[config.mk]
export PLATFORM = sky130hd
export DESIGN_NAME = ibex_to_wb_master
export DESIGN_NICKNAME = d
export VERILOG_FILES = /design/src/rtl/ibex_to_wb_master.sv
export SDC_FILE = /design/constraint.sdc
export NUM_CORES = 1
export LEC_CHECK = 0
export ABC_AREA = 0
export ABC_CLOCK_PERIOD_IN_PS = 1950
export BUFFER_PORTS_ARGS = -buffer_cell sky130_fd_sc_hd__buf_2
export CAP_MARGIN = 20
export CORE_ASPECT_RATIO = 1.75
export CORE_UTILIZATION = 46
export DETAILED_ROUTE_END_ITERATION = 6
export PLACE_DENSITY = 0.79
export SYNTH_ARGS = -nofsm -noshare
export SYNTH_HDL_FRONTEND = slang
export SYNTH_SLANG_ARGS = --single-unit
[constraint.sdc]
create_clock -name clk_i -period 1.95 [get_ports clk_i]
set_input_delay 0.4875 -clock clk_i [delete_from_list [all_inputs] [get_ports clk_i]]
set_output_delay 0.4875 -clock clk_i [all_outputs]
set_load 0.01 [all_outputs]
[src/rtl/ibex_to_wb_master.sv]
// Ibex core-side req/gnt/rvalid port to pipelined Wishbone B4 master bridge.
// Latency: gnt in N -> wb_stb_o in N+1; wb ack/err in M -> rvalid_o in M+1.
// Backpressure: wb_stall_i holds the strobe stable; gnt_o drops while stalled or when MAX_OUTSTANDING are in flight.
// Optional watchdog: define IBEX_WB_TIMEOUT_EN to answer hung transactions with a synthetic error response.
module ibex_to_wb_master #(
  parameter  int ADDR_W          = 32,
  parameter  int DATA_W          = 32,
  parameter  int MAX_OUTSTANDING = 2,
  parameter  int TIMEOUT_CYCLES  = 256,
  localparam int SEL_W           = DATA_W / 8
) (
  input  logic              clk_i,
  input  logic              rst_i,
  // core side
  input  logic              req_i,
  output logic              gnt_o,
  input  logic              we_i,
  input  logic [SEL_W-1:0]  be_i,
  input  logic [ADDR_W-1:0] addr_i,
  input  logic [DATA_W-1:0] wdata_i,
  output logic              rvalid_o,
  output logic [DATA_W-1:0] rdata_o,
  output logic              err_o,
  // wishbone side
  output logic              wb_cyc_o,
  output logic              wb_stb_o,
  output logic              wb_we_o,
  output logic [ADDR_W-1:0] wb_adr_o,
  output logic [SEL_W-1:0]  wb_sel_o,
  output logic [DATA_W-1:0] wb_dat_o,
  input  logic [DATA_W-1:0] wb_dat_i,
  input  logic              wb_ack_i,
  input  logic              wb_err_i,
  input  logic              wb_stall_i
);

  localparam int CNT_W = $clog2(MAX_OUTSTANDING + 1);
  localparam logic [CNT_W:0] MAX_V = (CNT_W + 1)'(MAX_OUTSTANDING);

  typedef struct packed {
    logic              we;
    logic [ADDR_W-1:0] adr;
    logic [SEL_W-1:0]  sel;
    logic [DATA_W-1:0] dat;
  } hdr_t;

  // request holding register: one pending (granted, not yet issued) request
  logic             stb_q;
  hdr_t             hold_q;
  // transactions issued on the bus and still waiting for ack/err
  logic [CNT_W-1:0] cnt_q;
  logic [CNT_W-1:0] cnt_d;
  // response registers
  logic              rvalid_q;
  logic              err_q;
  logic [DATA_W-1:0] rdata_q;

  logic [CNT_W:0] inflight;
  logic           gnt;
  logic           issue;
  logic           bus_resp;
  logic           to_fire;
  logic           resp;

  // Pending request counts against the limit so a grant never overflows cnt_q.
  assign inflight = {1'b0, cnt_q} + {{CNT_W{1'b0}}, stb_q};
  assign gnt      = req_i & (~stb_q | ~wb_stall_i) & (inflight < MAX_V);
  assign issue    = stb_q & ~wb_stall_i;
  // Acks with nothing in flight are spurious and dropped.
  assign bus_resp = (wb_ack_i | wb_err_i) & (cnt_q != '0);
  assign resp     = bus_resp | to_fire;

`ifdef IBEX_WB_TIMEOUT_EN
  localparam int WD_W = $clog2(TIMEOUT_CYCLES + 1);
  localparam logic [WD_W-1:0] WD_LAST = WD_W'(TIMEOUT_CYCLES - 1);

  logic [WD_W-1:0] wd_q;

  // Fires on the TIMEOUT_CYCLES-th consecutive cycle without a response.
  assign to_fire = (cnt_q != '0) & ~bus_resp & (wd_q == WD_LAST);

  // Watchdog: counts silent cycles while something is in flight, restarts on any response.
  always_ff @(posedge clk_i) begin
    if (rst_i) begin
      wd_q <= '0;
    end else if ((cnt_q == '0) || resp) begin
      wd_q <= '0;
    end else begin
      wd_q <= wd_q + WD_W'(1);
    end
  end
`else
  assign to_fire = 1'b0;
`endif

  // In-flight counter: simultaneous issue and response cancel out.
  always_comb begin
    cnt_d = cnt_q;
    if (issue && !resp) begin
      cnt_d = cnt_q + CNT_W'(1);
    end else if (!issue && resp) begin
      cnt_d = cnt_q - CNT_W'(1);
    end
  end

  // Holding register: a new grant may overwrite in the cycle the old request issues.
  always_ff @(posedge clk_i) begin
    if (rst_i) begin
      stb_q  <= 1'b0;
      hold_q <= '0;
    end else if (gnt) begin
      stb_q      <= 1'b1;
      hold_q.we  <= we_i;
      hold_q.adr <= addr_i;
      hold_q.sel <= be_i;
      hold_q.dat <= wdata_i;
    end else if (issue) begin
      stb_q <= 1'b0;
    end
  end

  // Issued-transaction counter.
  always_ff @(posedge clk_i) begin
    if (rst_i) begin
      cnt_q <= '0;
    end else begin
      cnt_q <= cnt_d;
    end
  end

  // Response register: one-cycle rvalid pulse, rdata/err hold between pulses.
  always_ff @(posedge clk_i) begin
    if (rst_i) begin
      rvalid_q <= 1'b0;
      err_q    <= 1'b0;
      rdata_q  <= '0;
    end else begin
      rvalid_q <= resp;
      if (resp) begin
        rdata_q <= to_fire ? '0 : wb_dat_i;
        err_q   <= to_fire | wb_err_i;
      end
    end
  end

  assign gnt_o    = gnt;
  assign rvalid_o = rvalid_q;
  assign rdata_o  = rdata_q;
  assign err_o    = err_q;

  assign wb_cyc_o = stb_q | (cnt_q != '0);
  assign wb_stb_o = stb_q;
  assign wb_we_o  = hold_q.we;
  assign wb_adr_o = hold_q.adr;
  assign wb_sel_o = hold_q.sel;
  assign wb_dat_o = hold_q.dat;

endmodule

==> run_summary.xml, run 1 <==
<?xml version="1.0" encoding="UTF-8"?>
<metrics>
  <group name="global_route">
    <metric name="grt_pass1_vias" unit="">3777</metric>
    <metric name="globalRoute.busiestLayer" unit="">met2</metric>
    <metric name="grt_util_all_layers" unit="%">19.8</metric>
    <metric name="overflow" unit="">0</metric>
    <metric name="grt.met1_usage" unit="%">20.2</metric>
    <metric name="groute.layer.met3.usage" unit="%">4.41</metric>
    <metric name="grt_start_max_net_pins" unit="">72</metric>
    <metric name="grt_util_met2" unit="%">37.1</metric>
    <metric name="grt_antenna_before_repair" unit="">0</metric>
    <metric name="wire_length_of_the_first_global_routing_pass" unit="mm">16.4</metric>
  </group>
  <group name="place">
    <metric name="hpwlAfterDp" unit="mm">7.40</metric>
    <metric name="count_of_buffers_from_port_buffering" unit="">212</metric>
    <metric name="gp_congestion" unit="">0.750</metric>
    <metric name="placed_cells_incl_taps" unit="">772</metric>
    <metric name="placed_area" unit="µm²">5530</metric>
  </group>
  <group name="clock_tree">
    <metric name="post_cts_resized" unit="">0</metric>
    <metric name="hold_buffers" unit="">0</metric>
    <metric name="htree_num_levels" unit="">3</metric>
    <metric name="worst_skew_late_latency" unit="ns">0.33</metric>
    <metric name="cts.sink_count" unit="">106</metric>
    <metric name="cts_setup_buffers" unit="">0</metric>
    <metric name="cts.root.buffer_cell" unit="">clkbuf_16</metric>
    <metric name="clk_pin_slew" unit="ns">0.07</metric>
    <metric name="tritoncts" unit="">yes</metric>
    <metric name="cts_made_buffers" unit="">9</metric>
    <metric name="ctsLongestPathBuffers" unit="">2</metric>
  </group>
  <group name="cells_and_area">
    <metric name="core_utilization_of_the_finished_layout" unit="%">61.4</metric>
    <metric name="final_cell_count_no_fill" unit="">788</metric>
    <metric name="layout.nets" unit="">769</metric>
    <metric name="antenna_cells_inserted" unit="">0</metric>
    <metric name="post_route_cells_drive_above_1_share" unit="%">35.9</metric>
    <metric name="post-route-cell-area" unit="µm²">5810</metric>
    <metric name="area.growth.synth_to_final" unit="%">28.9</metric>
  </group>
  <group name="synthesis">
    <metric name="postSynthCellCount" unit="">465</metric>
    <metric name="yosys_register_bits" unit="">106</metric>
    <metric name="cell_accounting_for_the_most_synthesized_area" unit="">dfxtp_1</metric>
    <metric name="yosysMostFrequentCell" unit="">nand2b_1</metric>
    <metric name="netlist_area" unit="µm²">4510</metric>
    <metric name="count_of_different_cell_masters_after_synthesis" unit="">22</metric>
    <metric name="synth_top_cell_area_share" unit="%">47.1</metric>
    <metric name="synth.avg_cell_area" unit="µm²">9.69</metric>
    <metric name="synthTopCellsByArea" unit="">dfxtp_1 47%, nand2b_1 19%, mux2i_1 15%</metric>
    <metric name="synth_warnings" unit="">0</metric>
    <metric name="synth_common_cells" unit="">138 x nand2b_1, 106 x dfxtp_1, 69 x mux2i_1</metric>
    <metric name="synth_seq_area_share" unit="%">47.1</metric>
    <metric name="synth_edf_count" unit="">0</metric>
    <metric name="synthArstFlopShare" unit="%">0</metric>
    <metric name="ys_dominant_reg_cell" unit="">dfxtp_1</metric>
    <metric name="postSynthNetCount" unit="">573</metric>
  </group>
  <group name="hold_path">
    <metric name="worstHoldPathType" unit="">in -&gt; reg</metric>
  </group>
  <group name="setup_path">
    <metric name="cpPeakStageDelay" unit="ns">0.51</metric>
    <metric name="crit_fanout" unit="">8</metric>
    <metric name="worst-endpoint-arrival" unit="ns">1.28</metric>
    <metric name="required" unit="ns">1.46</metric>
    <metric name="worstPathCellList" unit="">o21ai_2, and3_4, buf_2</metric>
    <metric name="setup.worst_path.class" unit="">reg -&gt; out</metric>
    <metric name="cp_top_family" unit="">flip-flops</metric>
    <metric name="start_kind" unit="">flip-flop</metric>
    <metric name="endpoint_kind" unit="">output port</metric>
    <metric name="critical_path_buf_inv_count" unit="">1</metric>
    <metric name="critical-path-slowest-cell" unit="">dfxtp_1</metric>
  </group>
  <group name="routing">
    <metric name="viasPerCell" unit="">4.79</metric>
    <metric name="detail_route.iter0.violations" unit="">135</metric>
    <metric name="drt_drc_violations_left" unit="">0</metric>
    <metric name="drt_wl_total" unit="mm">10.1</metric>
    <metric name="drtAntennaViolNets" unit="">0</metric>
    <metric name="wire_per_inst" unit="µm">12.9</metric>
    <metric name="drt-pass1-iter-count" unit="">4</metric>
    <metric name="vias" unit="">3772</metric>
  </group>
  <group name="die">
    <metric name="die_w" unit="µm">76.8</metric>
    <metric name="initial_utilization" unit="%">47.6</metric>
    <metric name="top_level_ports" unit="">213</metric>
    <metric name="rows" unit="">47</metric>
    <metric name="core_area" unit="µm²">9470</metric>
    <metric name="die-area" unit="µm²">10200</metric>
    <metric name="die-height" unit="µm">133</metric>
  </group>
  <group name="timing">
    <metric name="final-hold-violation-count" unit="">0</metric>
    <metric name="slew_headroom" unit="%">73.3</metric>
    <metric name="timing.final.crit_period" unit="ns">1.77</metric>
    <metric name="finalSetupViolCount" unit="">0</metric>
    <metric name="tightestPinTransition" unit="ns">0.401</metric>
    <metric name="grt_setup_unrepaired" unit="">no</metric>
    <metric name="period_share" unit="%">90.7</metric>
    <metric name="fin_setup_tns" unit="ns">0</metric>
    <metric name="worst_clock_skew" unit="ns">0.00405</metric>
    <metric name="finalMaxSlewViolations" unit="">0</metric>
    <metric name="fmax" unit="GHz">0.565</metric>
  </group>
  <group name="power">
    <metric name="leakagePower" unit="µW">0.00277</metric>
    <metric name="irDropWorstVdd" unit="mV">1.24</metric>
    <metric name="report.power.total" unit="µW">6290</metric>
    <metric name="cellPowerDensity" unit="nW/µm²">1080</metric>
  </group>
  <group name="status">
    <metric name="outcome" unit="">complete, no violations</metric>
  </group>
  <group name="run">
    <metric name="maxCapViolCount" unit="">0</metric>
  </group>
</metrics>
path summary, 6_finish.rpt:
kind / from / end / slack (ns) / depth (start not counted)
setup / recovery: cnt_q[0]$_SDFFE_PP0P_ / gnt_o / 0.18 / 3
hold / removal: wb_dat_i[10] / rdata_o[10]$_SDFFE_PP0P_ / 0.38 / 3
setup reg to reg: cnt_q[0]$_SDFFE_PP0P_ / cnt_q[1]$_SDFFE_PP0P_ / 0.32 / 5
hold reg to reg: rdata_o[15]$_SDFFE_PP0P_ / rdata_o[15]$_SDFFE_PP0P_ / 0.45 / 2
sequential cells by signal, indices dropped and copies added (netlist names), 2 cells and up:
signal,flops
cnt_q,2
wb_sel_o,4
wb_adr_o,32
wb_dat_o,32
rdata_o,32
metrics by stage:
| step | setup WS, ns | hold slack, ns |
|---|---|---|
| floorplan | 0.224 | 0.476 |
| global placement | 0.283 | 0.439 |
| detailed placement | 0.263 | 0.445 |
| CTS | 0.163 | 0.371 |
| global route | 0.116 | 0.375 |
| finish | 0.181 | 0.384 |
cell families after synthesis:
family                     share of synthesized area (%)
and+or+nand+nor                                     25.6
DFF                                                 47.1
muxes                                               15.3
AOI/OAI and AO/OA                                   4.89
buffers and inverters                               6.44
xor gates and xnor gates                           0.389
adders and majority gates                          0.278
worst reg2reg max path: cells and delay by family (launching register included):
family	cells	cell delay (ns)
AO/OA/AOI/OAI	2	0.35
flip-flops	1	0.51
buffers and inverters	1	0.04
adder cells (fa/ha/maj)	1	0.32
AND/OR/NAND/NOR	1	0.35
per-layer routing:
| metal | vias to the layer above | share of wire, % |
|---|---|---|
| li1 | 1883 | - |
| met5 | - | 0 |
| met1 | 1701 | 40 |
| met2 | 163 | 52 |
| met3 | 25 | 5.7 |
| met4 | 0 | 2.8 |
cell type report:
cell class	instances	area (µm²)
multi-input cells	323	2090
inverters	2	7.51
clock inverters	6	41.3
clock buffers	10	239
repair buffers	219	1150
fillers	814	3660
well taps	122	153
flip-flops and latches	106	2120
power by group:
| part | total (µW) | switching [µW] | internal (µW) | leakage [µW] |
|---|---|---|---|---|
| Clock | 1680 | 783 | 901 | 0.000131 |
| Combinational | 1850 | 1020 | 829 | 0.00177 |
| Sequential | 2760 | 210 | 2550 | 0.000870 |
| Total | 6290 | 2010 | 4280 | 0.00277 |
cell usage in the layout (no fill, tap or decap), types with 5 or more instances in the layout:
| master | count |
|---|---|
| dfxtp_1 | 106 |
| buf_2 | 211 |
| mux2i_1 | 69 |
| a21oi_1 | 34 |
| nand2b_1 | 138 |
| nand2_1 | 66 |
| clkbuf_16 | 9 |
| buf_4 | 5 |
No activity file was read; power rests on OpenSTA's default activity.
==> inputs of run 2 (changes only) <==
--- a/config.mk
+++ b/config.mk
@@ -9,7 +9,7 @@
 export ABC_CLOCK_PERIOD_IN_PS = 1950
 export BUFFER_PORTS_ARGS = -buffer_cell sky130_fd_sc_hd__buf_2
 export CAP_MARGIN = 20
-export CORE_ASPECT_RATIO = 1.75
+export CORE_ASPECT_RATIO = 0.6
 export CORE_UTILIZATION = 46
 export DETAILED_ROUTE_END_ITERATION = 6
 export PLACE_DENSITY = 0.79
==> run_summary.xml, run 2 (synthesis results as in run 1) <==
<?xml version="1.0" encoding="UTF-8"?>
<metrics>
  <group name="status">
    <metric name="outcome" unit="">complete, no violations</metric>
  </group>
  <group name="place">
    <metric name="placed_area" unit="µm²">5540</metric>
    <metric name="hpwlAfterDp" unit="mm">7.58</metric>
    <metric name="gp_congestion" unit="">0.798</metric>
    <metric name="count_of_buffers_from_port_buffering" unit="">212</metric>
  </group>
  <group name="clock_tree">
    <metric name="cts.root.buffer_cell" unit="">clkbuf_16</metric>
    <metric name="ctsLongestPathBuffers" unit="">2</metric>
    <metric name="worst_skew_late_latency" unit="ns">0.33</metric>
    <metric name="tritoncts" unit="">yes</metric>
    <metric name="cts_setup_buffers" unit="">0</metric>
    <metric name="cts_made_buffers" unit="">9</metric>
    <metric name="clk_pin_slew" unit="ns">0.08</metric>
    <metric name="htree_num_levels" unit="">3</metric>
    <metric name="post_cts_resized" unit="">0</metric>
    <metric name="hold_buffers" unit="">0</metric>
    <metric name="cts.sink_count" unit="">106</metric>
  </group>
  <group name="cells_and_area">
    <metric name="final_cell_mix" unit="">211 x buf_2, 138 x nand2b_1, 106 x dfxtp_1, 69 x mux2i_1, 66 x nand2_1</metric>
    <metric name="post-route-cell-area" unit="µm²">5840</metric>
    <metric name="final-seq-area" unit="µm²">2120</metric>
    <metric name="area_of_the_multi_input_gates" unit="µm²">2090</metric>
    <metric name="area.growth.synth_to_final" unit="%">29.6</metric>
    <metric name="mostFrequentLayoutCell" unit="">buf_2</metric>
    <metric name="layout.nets" unit="">769</metric>
    <metric name="fillCellCount" unit="">794</metric>
    <metric name="post_route_cells_drive_above_1_share" unit="%">35.9</metric>
    <metric name="antenna_cells_inserted" unit="">0</metric>
  </group>
  <group name="timing">
    <metric name="finalMaxSlewViolations" unit="">0</metric>
    <metric name="timing.final.crit_period" unit="ns">1.76</metric>
    <metric name="finalSetupViolCount" unit="">0</metric>
    <metric name="final-hold-violation-count" unit="">0</metric>
    <metric name="grt_setup_unrepaired" unit="">no</metric>
    <metric name="tightestPinTransition" unit="ns">0.402</metric>
    <metric name="worst_clock_skew" unit="ns">0.00708</metric>
    <metric name="fmax" unit="GHz">0.569</metric>
    <metric name="fin_setup_tns" unit="ns">0</metric>
    <metric name="slew_headroom" unit="%">73.2</metric>
    <metric name="period_share" unit="%">90.1</metric>
  </group>
  <group name="die">
    <metric name="die_w" unit="µm">130</metric>
    <metric name="initial_utilization" unit="%">48.3</metric>
    <metric name="top_level_ports" unit="">213</metric>
    <metric name="die-height" unit="µm">78.7</metric>
    <metric name="core_area" unit="µm²">9320</metric>
    <metric name="die-area" unit="µm²">10200</metric>
    <metric name="rows" unit="">27</metric>
  </group>
  <group name="hold_path">
    <metric name="worstHoldPathType" unit="">in -&gt; reg</metric>
    <metric name="hold_start" unit="">wb_dat_i[8]</metric>
  </group>
  <group name="global_route">
    <metric name="grt_util_all_layers" unit="%">20.0</metric>
    <metric name="grt_pass1_vias" unit="">3572</metric>
    <metric name="grt_start_max_net_pins" unit="">90</metric>
    <metric name="wire_length_of_the_first_global_routing_pass" unit="mm">16.3</metric>
    <metric name="grt_antenna_before_repair" unit="">0</metric>
    <metric name="overflow" unit="">0</metric>
  </group>
  <group name="setup_path">
    <metric name="endpoint_kind" unit="">output port</metric>
    <metric name="setup.worst_path.class" unit="">reg -&gt; out</metric>
    <metric name="crit_fanout" unit="">6</metric>
    <metric name="reg2reg_slack" unit="ns">0.36</metric>
    <metric name="worstSetupEndpoint" unit="">gnt_o</metric>
    <metric name="worst_setup_path_startpoint" unit="">cnt_q[0]$_SDFFE_PP0P_</metric>
    <metric name="worst-endpoint-arrival" unit="ns">1.27</metric>
    <metric name="start_kind" unit="">flip-flop</metric>
    <metric name="worstReg2RegStart" unit="">cnt_q[1]$_SDFFE_PP0P_</metric>
    <metric name="required" unit="ns">1.46</metric>
    <metric name="regToRegEndpoint" unit="">cnt_q[1]$_SDFFE_PP0P_</metric>
    <metric name="worst-r2r-cell-count" unit="">5</metric>
  </group>
  <group name="routing">
    <metric name="detail_route.iter0.violations" unit="">166</metric>
    <metric name="viasPerCell" unit="">4.68</metric>
    <metric name="vias" unit="">3725</metric>
    <metric name="wire_per_inst" unit="µm">13.0</metric>
    <metric name="drtAntennaViolNets" unit="">0</metric>
    <metric name="drt_wl_total" unit="mm">10.4</metric>
    <metric name="drt_drc_violations_left" unit="">0</metric>
    <metric name="drt-pass1-iter-count" unit="">4</metric>
  </group>
  <group name="power">
    <metric name="cellPowerDensity" unit="nW/µm²">1110</metric>
    <metric name="leakagePower" unit="µW">0.00278</metric>
    <metric name="irDropWorstVdd" unit="mV">0.498</metric>
  </group>
  <group name="run">
    <metric name="maxCapViolCount" unit="">0</metric>
  </group>
</metrics>
-- run 2: cell count changes in the layout (fill, tap and decap cells not counted) --
cell / delta
inv_6: +1
clkinvlp_4: -1
clkinv_4: +1
bufinv_16: +1
clkbuf_8: -1
clkinv_2: -1
-- run 2: through the flow --
stage	setup slack, ns	hold WS [ns]	cells	utilization (%)	power [µW]
after CTS	0.195	0.372	796	62.6	6520
after global placement	0.302	0.438	780	59.4	4620
final	0.194	0.382	796	62.6	6470
after global routing	0.132	0.374	796	62.6	6820
after detailed placement	0.246	0.446	780	59.4	4690
after floorplan	0.224	0.476	465	-	4160
-- run 2: worst min-delay path by stage --
stage | endpoint | slack [ns] | depth (start not counted)
floorplan | err_o$_SDFFE_PP0P_ | 0.48 | 2
CTS | rdata_o[8]$_SDFFE_PP0P_ | 0.37 | 3
detailed placement | rdata_o[10]$_SDFFE_PP0P_ | 0.45 | 2
global placement | err_o$_SDFFE_PP0P_ | 0.44 | 2
global route | rdata_o[8]$_SDFFE_PP0P_ | 0.37 | 3
finish | rdata_o[8]$_SDFFE_PP0P_ | 0.38 | 3
-- run 2: cell type report --
| type | instances | area share, % |
|---|---|---|
| clock buffers | 9 | 3.86 |
| repair buffers | 219 | 19.8 |
| well taps | 130 | 2.78 |
| multi-input cells | 323 | 35.8 |
| flip-flops and latches | 106 | 36.3 |
| inverters | 2 | 0.129 |
| clock inverters | 7 | 1.31 |
-- run 2: routing by layer --
layer  share of wire [%]  GRT usage, %  up-vias
met4                 1.7          6.98        0
met3                 9.1          8.04       16
met2                  44          31.1      139
li1                    -             -     1879
met1                  46          25.1     1691
met5                   0             0        -
-- run 2: power by group --
group / leakage (µW) / internal, µW / total, µW / switching (µW)
Sequential: 0.000870 / 2540 / 2750 / 209
Clock: 0.000142 / 1010 / 1830 / 822
Combinational: 0.00177 / 839 / 1890 / 1050
Total: 0.00278 / 4390 / 6470 / 2080
-- run 2: critical path, stage by stage, from the launching register on --
cell and delay [ns]:
dfxtp_1 0.38, o21ai_2 0.16, and3_4 0.24, buf_2 0.15
==> inputs of run 3 (changes only) <==
--- a/config.mk
+++ b/config.mk
@@ -9,7 +9,7 @@
 export ABC_CLOCK_PERIOD_IN_PS = 1950
 export BUFFER_PORTS_ARGS = -buffer_cell sky130_fd_sc_hd__buf_2
 export CAP_MARGIN = 20
-export CORE_ASPECT_RATIO = 0.6
+export CORE_ASPECT_RATIO = 1.1
 export CORE_UTILIZATION = 46
 export DETAILED_ROUTE_END_ITERATION = 6
 export PLACE_DENSITY = 0.79
==> run_summary.xml, run 3 (synthesis results as in run 1) <==
<?xml version="1.0" encoding="UTF-8"?>
<metrics>
  <group name="clock_tree">
    <metric name="hold_buffers" unit="">0</metric>
    <metric name="cts.sink_count" unit="">106</metric>
    <metric name="tritoncts" unit="">yes</metric>
    <metric name="clk_pin_slew" unit="ns">0.09</metric>
    <metric name="post_cts_resized" unit="">0</metric>
    <metric name="cts.root.buffer_cell" unit="">clkbuf_8</metric>
    <metric name="cts_made_buffers" unit="">9</metric>
    <metric name="ctsLongestPathBuffers" unit="">2</metric>
    <metric name="cts_setup_buffers" unit="">0</metric>
    <metric name="htree_num_levels" unit="">3</metric>
    <metric name="worst_skew_late_latency" unit="ns">0.35</metric>
  </group>
  <group name="timing">
    <metric name="timing.final.crit_period" unit="ns">1.82</metric>
    <metric name="fmax" unit="GHz">0.548</metric>
    <metric name="hold_slack" unit="ns">0.359</metric>
    <metric name="final-hold-violation-count" unit="">0</metric>
    <metric name="slew_headroom" unit="%">70.1</metric>
    <metric name="period_share" unit="%">93.5</metric>
    <metric name="tightestPinTransition" unit="ns">0.449</metric>
    <metric name="fin_setup_tns" unit="ns">0</metric>
    <metric name="finalSetupViolCount" unit="">0</metric>
    <metric name="setup_ws" unit="ns">0.126</metric>
    <metric name="finalMaxSlewViolations" unit="">0</metric>
    <metric name="worst_clock_skew" unit="ns">0.00563</metric>
    <metric name="grt_setup_unrepaired" unit="">no</metric>
  </group>
  <group name="place">
    <metric name="gp_congestion" unit="">0.744</metric>
    <metric name="hpwlAfterDp" unit="mm">7.36</metric>
    <metric name="count_of_buffers_from_port_buffering" unit="">212</metric>
    <metric name="placed_area" unit="µm²">5540</metric>
    <metric name="placed_cells_incl_taps" unit="">767</metric>
    <metric name="pre_cts_ws" unit="ns">0.219</metric>
  </group>
  <group name="power">
    <metric name="cellPowerDensity" unit="nW/µm²">1010</metric>
    <metric name="irDropWorstVdd" unit="mV">1.13</metric>
    <metric name="leakagePower" unit="µW">0.00272</metric>
  </group>
  <group name="setup_path">
    <metric name="required" unit="ns">1.46</metric>
    <metric name="worst-endpoint-arrival" unit="ns">1.34</metric>
    <metric name="cp_top_family" unit="">flip-flops</metric>
    <metric name="crit_fanout" unit="">8</metric>
    <metric name="critical-path-slowest-cell" unit="">dfxtp_1</metric>
    <metric name="cpPeakStageDelay" unit="ns">0.53</metric>
    <metric name="endpoint_kind" unit="">output port</metric>
    <metric name="start_kind" unit="">flip-flop</metric>
    <metric name="worstPathCellList" unit="">o21ai_2, and3_4, buf_2</metric>
    <metric name="critical_path_buf_inv_count" unit="">1</metric>
    <metric name="setup.worst_path.class" unit="">reg -&gt; out</metric>
  </group>
  <group name="cells_and_area">
    <metric name="final_cell_count_no_fill" unit="">779</metric>
    <metric name="mostFrequentLayoutCell" unit="">buf_2</metric>
    <metric name="area.growth.synth_to_final" unit="%">26.1</metric>
    <metric name="fillCellCount" unit="">840</metric>
    <metric name="post-route-cell-area" unit="µm²">5680</metric>
    <metric name="layout.nets" unit="">769</metric>
    <metric name="final_cell_mix" unit="">211 x buf_2, 138 x nand2b_1, 106 x dfxtp_1, 69 x mux2i_1, 66 x nand2_1</metric>
    <metric name="antenna_cells_inserted" unit="">0</metric>
    <metric name="post_route_cells_drive_above_1_share" unit="%">35.3</metric>
  </group>
  <group name="hold_path">
    <metric name="worstHoldPathType" unit="">in -&gt; reg</metric>
  </group>
  <group name="die">
    <metric name="initial_utilization" unit="%">47.7</metric>
    <metric name="rows" unit="">37</metric>
    <metric name="die_w" unit="µm">96.4</metric>
    <metric name="die-height" unit="µm">106</metric>
    <metric name="core_area" unit="µm²">9440</metric>
    <metric name="die-area" unit="µm²">10200</metric>
    <metric name="top_level_ports" unit="">213</metric>
  </group>
  <group name="global_route">
    <metric name="overflow" unit="">0</metric>
    <metric name="grt_util_all_layers" unit="%">19.2</metric>
    <metric name="wire_length_of_the_first_global_routing_pass" unit="mm">15.3</metric>
    <metric name="grt_antenna_before_repair" unit="">0</metric>
    <metric name="grt_pass1_vias" unit="">3644</metric>
    <metric name="grt_start_max_net_pins" unit="">66</metric>
  </group>
  <group name="routing">
    <metric name="wire_per_inst" unit="µm">12.9</metric>
    <metric name="drtAntennaViolNets" unit="">0</metric>
    <metric name="vias" unit="">3730</metric>
    <metric name="viasPerCell" unit="">4.79</metric>
    <metric name="drt_wl_total" unit="mm">10.0</metric>
    <metric name="drt_drc_violations_left" unit="">0</metric>
    <metric name="drt-pass1-iter-count" unit="">4</metric>
    <metric name="detail_route.iter0.violations" unit="">97</metric>
  </group>
  <group name="run">
    <metric name="maxCapViolCount" unit="">0</metric>
  </group>
  <group name="status">
    <metric name="outcome" unit="">complete, no violations</metric>
  </group>
</metrics>
-- run 3: where the power goes --
group	internal (µW)	switching, µW	leakage (µW)
logic	833	1020	0.00178
clock network	471	673	0.0000770
registers	2540	213	0.000870
-- run 3: path summary, 6_finish.rpt --
kind / from / end / slack (ns) / cells after the start
max: cnt_q[0]$_SDFFE_PP0P_ / gnt_o / 0.13 / 3
min: wb_dat_i[22] / rdata_o[22]$_SDFFE_PP0P_ / 0.36 / 3
max reg2reg: cnt_q[0]$_SDFFE_PP0P_ / cnt_q[1]$_SDFFE_PP0P_ / 0.27 / 5
min reg2reg: rdata_o[22]$_SDFFE_PP0P_ / rdata_o[22]$_SDFFE_PP0P_ / 0.46 / 2
-- run 3: final cells by class --
class / count / area [µm²] / area share, %
tap: 117 / 146 / 2.58
clock inverter: 1 / 5.00 / 0.0881
multi-input combinational: 323 / 2090 / 36.8
timing repair buffer: 219 / 1170 / 20.5
clock buffer: 11 / 141 / 2.49
sequential: 106 / 2120 / 37.3
inverter: 2 / 7.51 / 0.132
-- run 3: worst reg2reg max path: stages, from the launching register on --
cell,delay [ns]
dfxtp_1,0.53
o22a_4,0.20
inv_2,0.04
ha_1,0.33
or3_1,0.35
a21oi_1,0.17
-- run 3: stage by stage --
stage / utilization [%] / total power, µW
finish: 60.2 / 5760
global route: 60.2 / 6120
CTS: 60.2 / 5820
detailed placement: 58.6 / 4680
global placement: 58.6 / 4600
floorplan: - / 4160
-- run 3: per-layer routing --
metal | up-vias | wire length [µm] | GRT usage, %
met1 | 1687 | 3960 | 19.2
met3 | 17 | 973 | 6.28
li1 | 1874 | - | -
met4 | 0 | 215 | 9.77
met2 | 152 | 4880 | 34.8
met5 | - | 0 | 0
